===== src/rtl/peripheral_uart_tx.sv =====
// ============================================================================
// Module   : peripheral_uart_tx
// Purpose  : Memory-mapped buffered UART transmitter for the J1 I/O bus with a
//            TX FIFO, programmable baud divisor, enable/flush control, status.
//            Optional parity frame bit is built when UART_PARITY_EN is defined.
// Revision : 1.0 - initial release
// ============================================================================
`default_nettype none

module peripheral_uart_tx #(
  parameter int DATA_W     = 8,
  parameter int FIFO_DEPTH = 16,
  parameter int DIV_RESET  = 434
) (
  input  logic        clk,
  input  logic        rst,
  input  logic [15:0] d_in,
  input  logic        cs,
  input  logic [3:0]  addr,
  input  logic        rd,
  input  logic        wr,
  output logic [15:0] d_out,
  output logic        tx
);

  localparam int AW = (FIFO_DEPTH > 1) ? $clog2(FIFO_DEPTH) : 1;
  localparam int CW = AW + 1;

  typedef enum logic [2:0] {
    S_IDLE   = 3'd0,
    S_START  = 3'd1,
    S_DATA   = 3'd2,
    S_PARITY = 3'd3,
    S_STOP   = 3'd4
  } state_e;

  // Register file and FIFO state
  logic [DATA_W-1:0] mem_q [FIFO_DEPTH];
  logic [AW-1:0]     wr_ptr_q, wr_ptr_d, rd_ptr_q, rd_ptr_d;
  logic [CW-1:0]     count_q, count_d;
  logic              enable_q, enable_d;
  logic              ovf_q, ovf_d;
  logic [15:0]       div_q, div_d;
`ifdef UART_PARITY_EN
  logic              odd_q, odd_d;
  logic              par_q, par_d;
`endif

  // Shifter state
  state_e            state_q, state_d;
  logic [15:0]       timer_q, timer_d;
  logic [15:0]       frame_div_q, frame_div_d;
  logic [2:0]        bit_idx_q, bit_idx_d;
  logic [DATA_W-1:0] shreg_q, shreg_d;
  logic              tx_q, tx_d;

  logic              push_req, ctrl_wr, flush, push_acc, pop, start_frame;
  logic              full, empty, bit_end, can_start;
  logic [DATA_W-1:0] head;
  logic [4:0]        count5;

  assign push_req = cs && wr && (addr == 4'h0);
  assign ctrl_wr  = cs && wr && (addr == 4'h4);
  assign flush    = ctrl_wr && d_in[2];
  assign full     = (count_q == CW'(FIFO_DEPTH));
  assign empty    = (count_q == '0);
  assign head     = mem_q[rd_ptr_q];
  assign count5   = 5'(count_q);
  // A pop in the same cycle frees a slot, so a push into a full FIFO still lands.
  assign push_acc = push_req && !flush && (!full || pop);
  assign tx       = tx_q;

  always_comb begin
    wr_ptr_d = wr_ptr_q;
    rd_ptr_d = rd_ptr_q;
    count_d  = count_q;
    enable_d = enable_q;
    ovf_d    = ovf_q;
    div_d    = div_q;
`ifdef UART_PARITY_EN
    odd_d    = odd_q;
`endif
    if (flush) begin
      wr_ptr_d = '0;
      rd_ptr_d = '0;
      count_d  = '0;
    end else begin
      if (push_acc) wr_ptr_d = wr_ptr_q + AW'(1);
      if (pop)      rd_ptr_d = rd_ptr_q + AW'(1);
      count_d = count_q + CW'(push_acc) - CW'(pop);
    end
    if (push_req && !flush && full && !pop) ovf_d = 1'b1;
    if (ctrl_wr) begin
      enable_d = d_in[0];
      if (d_in[1]) ovf_d = 1'b0;
`ifdef UART_PARITY_EN
      odd_d = d_in[3];
`endif
    end
    if (cs && wr && (addr == 4'h2)) div_d = (d_in == 16'd0) ? 16'd1 : d_in;
  end

  assign bit_end   = (timer_q == frame_div_q - 16'd1);
  assign can_start = enable_q && !empty;

  always_comb begin
    state_d     = state_q;
    timer_d     = timer_q;
    frame_div_d = frame_div_q;
    bit_idx_d   = bit_idx_q;
    shreg_d     = shreg_q;
`ifdef UART_PARITY_EN
    par_d       = par_q;
`endif
    pop         = 1'b0;
    start_frame = 1'b0;
    tx_d        = 1'b1;

    case (state_q)
      S_IDLE: begin
        timer_d = '0;
        if (can_start) start_frame = 1'b1;
      end
      S_START: begin
        if (bit_end) begin
          state_d   = S_DATA;
          timer_d   = '0;
          bit_idx_d = '0;
        end else begin
          timer_d = timer_q + 16'd1;
        end
      end
      S_DATA: begin
        if (bit_end) begin
          timer_d = '0;
          if (bit_idx_q == 3'(DATA_W - 1)) begin
`ifdef UART_PARITY_EN
            state_d = S_PARITY;
`else
            state_d = S_STOP;
`endif
          end else begin
            bit_idx_d = bit_idx_q + 3'd1;
            shreg_d   = shreg_q >> 1;
          end
        end else begin
          timer_d = timer_q + 16'd1;
        end
      end
`ifdef UART_PARITY_EN
      S_PARITY: begin
        if (bit_end) begin
          state_d = S_STOP;
          timer_d = '0;
        end else begin
          timer_d = timer_q + 16'd1;
        end
      end
`endif
      S_STOP: begin
        if (bit_end) begin
          if (can_start) begin
            start_frame = 1'b1;
          end else begin
            state_d = S_IDLE;
            timer_d = '0;
          end
        end else begin
          timer_d = timer_q + 16'd1;
        end
      end
      default: state_d = S_IDLE;
    endcase

    // The divisor is captured per frame so a DIV write only affects later frames.
    if (start_frame) begin
      pop         = 1'b1;
      state_d     = S_START;
      timer_d     = '0;
      shreg_d     = head;
      frame_div_d = div_q;
`ifdef UART_PARITY_EN
      par_d       = (^head) ^ odd_q;
`endif
    end

    case (state_d)
      S_START:  tx_d = 1'b0;
      S_DATA:   tx_d = shreg_d[0];
`ifdef UART_PARITY_EN
      S_PARITY: tx_d = par_d;
`endif
      default:  tx_d = 1'b1;
    endcase
  end

  always_ff @(posedge clk) begin
    if (push_acc) mem_q[wr_ptr_q] <= d_in[DATA_W-1:0];
  end

  always_ff @(posedge clk or negedge rst) begin
    if (!rst) begin
      wr_ptr_q    <= '0;
      rd_ptr_q    <= '0;
      count_q     <= '0;
      enable_q    <= 1'b1;
      ovf_q       <= 1'b0;
      div_q       <= 16'(DIV_RESET);
`ifdef UART_PARITY_EN
      odd_q       <= 1'b0;
      par_q       <= 1'b0;
`endif
      state_q     <= S_IDLE;
      timer_q     <= '0;
      frame_div_q <= 16'(DIV_RESET);
      bit_idx_q   <= '0;
      shreg_q     <= '0;
      tx_q        <= 1'b1;
    end else begin
      wr_ptr_q    <= wr_ptr_d;
      rd_ptr_q    <= rd_ptr_d;
      count_q     <= count_d;
      enable_q    <= enable_d;
      ovf_q       <= ovf_d;
      div_q       <= div_d;
`ifdef UART_PARITY_EN
      odd_q       <= odd_d;
      par_q       <= par_d;
`endif
      state_q     <= state_d;
      timer_q     <= timer_d;
      frame_div_q <= frame_div_d;
      bit_idx_q   <= bit_idx_d;
      shreg_q     <= shreg_d;
      tx_q        <= tx_d;
    end
  end

  always_comb begin
    d_out = '0;
    if (cs && rd) begin
      case (addr)
        4'h6: d_out = {3'b000, count5, 3'b000, enable_q, ovf_q, empty, full,
                       (state_q != S_IDLE) || !empty};
        4'h8: d_out = div_q;
`ifdef UART_PARITY_EN
        4'hA: d_out = {12'd0, odd_q, 2'b00, enable_q};
`else
        4'hA: d_out = {15'd0, enable_q};
`endif
        default: d_out = '0;
      endcase
    end
  end

endmodule

`default_nettype wire


===== config.mk =====
export PLATFORM = sky130hd
export DESIGN_NAME = peripheral_uart_tx
export DESIGN_NICKNAME = d
export VERILOG_FILES = /design/src/rtl/peripheral_uart_tx.sv
export SDC_FILE = /design/constraint.sdc
export NUM_CORES = 1
export LEC_CHECK = 0
export ABC_AREA = 1
export BUFFER_PORTS_ARGS = -buffer_cell sky130_fd_sc_hd__buf_2
export CORE_AREA = 2 2 144 146
export DETAILED_ROUTE_END_ITERATION = 8
export DIE_AREA = 0 0 146 148
export MAX_ROUTING_LAYER = met4
export PLACE_DENSITY_LB_ADDON = 0.25
export SLEW_MARGIN = 5
export SYNTH_ARGS = -nofsm -noshare
export SYNTH_HDL_FRONTEND = slang
export SYNTH_SLANG_ARGS = --single-unit

===== constraint.sdc =====
create_clock -name clk -period 3.2 [get_ports clk]
set_clock_uncertainty 0.1 [all_clocks]
set_input_delay 0.16 -clock clk [delete_from_list [all_inputs] [get_ports clk]]
set_output_delay 0.16 -clock clk [all_outputs]
set_load 0.01 [all_outputs]

==> reports/metrics.sh <==
STATUS='complete, no violations'
CLOCK_SINK_COUNT=206
CTS_HTREE_LEVELS=1
VIA_PER_INST=5.376
AREA_DELTA_SYNTH_FINAL_PCT=19.90
GRT_START_MAX_NET_PINS=79
DIEWIDTH_UM=146
GRT_PASS1_VIAS=7185
DR.FIRST_ITER.DRC_COUNT=481
GLOBAL_ROUTE.USAGE.TOTAL_PCT=22.55
PATH_MAX_FANOUT=4
CP-START-KIND='flop'
P_PER_AREA_nW_PER_UM2=829.9
TOTAL_INSERTED_ANTENNA_CELLS=0
CTS_CLK_PIN_SLEW_WORST_PATHS_NS=0.06
GRT.MET3_USAGE_PCT=3.148
FINAL_ANTENNA_NET_COUNT=0
GRT_FIRST_PASS_WIRELENGTH_UM=37570
PORTBUFFERS=41
SYNTHFLOPTYPE='sky130_fd_sc_hd__edfxtp_1'
TIMING.FINAL.CRIT_PERIOD_NS=3.138
CRIT_REQUIRED_NS=3.52
CLOCK_TREE.BUFFER_DEPTH=3
FINALCOREUTILIZATION_PCT=58.75
DRIVE_GT1_SHARE_PCT=18.36
GPL.FINAL_WEIGHTED_CONGESTION=0.8869
POST-ROUTE-CELL-AREA_UM2=11770
TIMING.SLEW.HEADROOM_PCT=31.24
SETUP-TNS-FINAL_NS=0
FINALPOWER_mW=9.771
SYNTH-EDFF-COUNT=128
POST_SYNTH_INST_COUNT=1013
MET1_TRACK_DEMAND_OVER_RESOURCE_PCT=28.69
CELLLEAKAGEPOWER_nW=4.806
SYNTH_SEQUENTIAL_AREA_RATIO_PCT=59.17
FINALWORSTSETUPSLACK_NS=0.06204
CTS_ROOT_BUF='sky130_fd_sc_hd__clkbuf_16'
HPWLAFTERDP_UM=15370
DIE_H_UM=148
PLACE_AREA_UM2=10530
FIRSTDRTPASSITERS=5
TIMING.SETUP.CRITICAL_PATH_CLASS='reg -> reg'
MIN_PATH_TYPE='in -> reg'
WORSTSKEWPAIRLATENCY_NS=0.53
CAP_VIOLATIONS=0
GLOBALROUTE.BUSIESTLAYER='met2'
PERIOD_UTILIZATION_POST_ROUTE_PCT=98.06
INITIAL_UTILIZATION_PCT=49.00
FINAL.FILL_COUNT=1750
CTS-BUFFERS-INSERTED=23
MAX_FREQ_GHz=0.3187
FIN_NETS=1156
YOSYSUNIQUECELLTYPES=49
POST_DRT_WL_PER_CELL_UM=16.86
DR_TOTAL_VIAS=7543
TIGHTESTPINTRANSITION_NS=1.031
SYN-NUM-NETS=1053
ENDPOINT_TYPE_OF_THE_WORST_SETUP_PATH='flop'
FP.DIEAREA_UM2=21610
TOTAL_STANDARD_CELL_AREA_AFTER_SYNTHESIS_UM2=9819
PLACE_WORST_SETUP_SLACK_NS=-0.1058
SETUP_REPAIR_AFTER_GLOBAL_ROUTING_MISSED_ITS_MARGIN='yes'
CORE_AREA_UM2=20040
DRT-TOTAL-WL_UM=23650
GRT_USE_MET2_PCT=37.69
YS_WARN_COUNT=0
SETUP_VIOL=0
ROWS=52
CP.ARRIVAL_NS=3.45
FINAL-HOLD-VIOLATION-COUNT=0
CTS_TREE='built'
ANTENNA_FOUND_INITIAL=0
DRV_SLEW=0
IRDROPWORSTVDD_mV=0.5431
POSTSYNTH.ASYNCRESETSHARE_PCT=37.86
DRCVIOLATIONCOUNT=0
SYNTH_SEQ_CELLS=206
SYNTH.AVG_CELL_AREA_UM2=9.693
GRT_OVERFLOW=0
IOS=42
## critical path, cell delays in order, from the launching register on
cell                      delay [ns]
sky130_fd_sc_hd__dfrtp_1        0.39
sky130_fd_sc_hd__inv_2          0.08
sky130_fd_sc_hd__ha_4           0.16
sky130_fd_sc_hd__nand3_4        0.10
sky130_fd_sc_hd__buf_6          0.14
sky130_fd_sc_hd__nor2_4         0.11
sky130_fd_sc_hd__nand2_1        0.06
sky130_fd_sc_hd__nand2_1        0.09
sky130_fd_sc_hd__inv_2          0.03
sky130_fd_sc_hd__nor2_1         0.11
sky130_fd_sc_hd__nand2_2        0.08
sky130_fd_sc_hd__nor2_4         0.10
sky130_fd_sc_hd__nand2_4        0.07
sky130_fd_sc_hd__nand2_4        0.08
sky130_fd_sc_hd__nand2_4        0.08
sky130_fd_sc_hd__nor2_4         0.14
sky130_fd_sc_hd__inv_2          0.05
sky130_fd_sc_hd__nand2_2        0.07
sky130_fd_sc_hd__ha_4           0.13
sky130_fd_sc_hd__inv_2          0.04
sky130_fd_sc_hd__fa_2           0.36
sky130_fd_sc_hd__inv_2          0.06
sky130_fd_sc_hd__a21oi_2        0.05
sky130_fd_sc_hd__nor2_1         0.10
sky130_fd_sc_hd__nor2_1         0.06
sky130_fd_sc_hd__xor2_1         0.12
sky130_fd_sc_hd__nor2_1         0.06
## routing by layer
metal  routed length, um  vias to the layer above
met4                 735                        0
met5                   0                        -
li1                    -                     3680
met2               11730                      174
met3                1014                       59
met1               10160                     3630
## flip-flops by register name, summed over array words and instances (netlist names), 4 cells and up
name	cells
timer_q	16
frame_div_q	16
count5	5
wr_ptr_q	4
mem_q	128
rd_ptr_q	4
shreg_q	8
div_q	16
## timing repair
action,in CTS,in global routing
cloned,0,1
endpoints found under the setup margin,1,3
hold buffers,21,0
hold endpoints to repair,210,0
pin swaps,6,29
gates resized for setup,7,35
setup buffers,1,13
## placed cells by master, fill, tap and decap left out, types with 4 or more instances in the layout
cell                              n
sky130_fd_sc_hd__a21oi_1         28
sky130_fd_sc_hd__inv_2           12
sky130_fd_sc_hd__nand4_1         14
sky130_fd_sc_hd__clkbuf_16       23
sky130_fd_sc_hd__dfrtp_1         64
sky130_fd_sc_hd__o21ai_0        107
sky130_fd_sc_hd__nand2_1        178
sky130_fd_sc_hd__dlygate4sd3_1   21
sky130_fd_sc_hd__nor2_4           8
sky130_fd_sc_hd__nor2_2           6
sky130_fd_sc_hd__clkinv_2         6
sky130_fd_sc_hd__nor3_1          27
sky130_fd_sc_hd__nand3_1         44
sky130_fd_sc_hd__xnor2_1          9
sky130_fd_sc_hd__nand3_2          5
sky130_fd_sc_hd__edfxtp_1       128
sky130_fd_sc_hd__nand2_2         11
sky130_fd_sc_hd__dfstp_2         12
sky130_fd_sc_hd__ha_1            11
sky130_fd_sc_hd__buf_2           40
sky130_fd_sc_hd__buf_4           48
sky130_fd_sc_hd__o22ai_1         34
sky130_fd_sc_hd__inv_1           79
sky130_fd_sc_hd__nor2_1         125
sky130_fd_sc_hd__a32o_1           4
sky130_fd_sc_hd__xor2_1          20
sky130_fd_sc_hd__nand2_4          8
sky130_fd_sc_hd__nor4_1           5
sky130_fd_sc_hd__clkbuf_1         4
## area by class of cell
class / count / area, um2 / area share, %
flip-flops and latches: 206 / 5813 / 49.37
multi-input cells: 678 / 3662 / 31.11
repair buffers: 114 / 844.6 / 7.173
clock buffers: 27 / 590.6 / 5.016
inverters: 93 / 349.1 / 2.965
well taps: 270 / 337.8 / 2.869
clock inverters: 15 / 176.4 / 1.498
## metrics by stage
stage                     instances  hold WS, ns
after floorplan                1013      -0.2356
after global placement         1326       0.2825
after detailed placement       1326       0.2859
after CTS                      1390     0.004102
after global routing           1403      0.08542
final                          1403      0.08293
## cells in the mapped netlist (9+ instances only)
cell type	count	area, um2
sky130_fd_sc_hd__nand2_1	186	698.2
sky130_fd_sc_hd__edfxtp_1	128	3844
sky130_fd_sc_hd__nor2_1	127	476.7
sky130_fd_sc_hd__o21ai_0	107	535.5
sky130_fd_sc_hd__inv_1	85	319.1
sky130_fd_sc_hd__dfrtp_1	66	1652
sky130_fd_sc_hd__nand3_1	49	245.2
sky130_fd_sc_hd__o22ai_1	34	212.7
sky130_fd_sc_hd__a21oi_1	30	150.1
sky130_fd_sc_hd__clkbuf_1	29	108.9
sky130_fd_sc_hd__nor3_1	27	135.1
sky130_fd_sc_hd__xor2_1	21	183.9
sky130_fd_sc_hd__ha_1	14	175.2
sky130_fd_sc_hd__nand4_1	14	87.58
sky130_fd_sc_hd__dfstp_2	12	315.3
sky130_fd_sc_hd__xnor2_1	9	78.83
## power by group
part	internal, mW	total, mW	switching, mW
Clock	1.58	2.67	1.09
Combinational	1.36	3.58	2.22
Sequential	3.16	3.52	0.363
## cells by family after synthesis
kind of cell	count (synthesis)	synth area share [%]
and+or+nand+nor	439	19.99
DFF	206	59.17
AOI/OAI and AO/OA	193	11.06
buffers and inverters	130	5.110
xor gates and xnor gates	30	2.676
adders and majority gates	15	1.988
## final timing paths
kind	end	slack (ns)	start	depth (start not counted)
worst max-delay path	count5[4]	0.06	frame_div_q[0]	26
worst min-delay path	enable_q	0.08	addr[3]	7
worst max register to register	count5[4]	0.06	frame_div_q[0]	26
worst min register to register	frame_div_q[8]	0.38	div_q[8]	2
max in group asynchronous	frame_div_q[2]	2.01	rst	2
min in group asynchronous	timer_q[4]	0.24	rst	2
No activity file was read; power rests on OpenSTA's default activity.
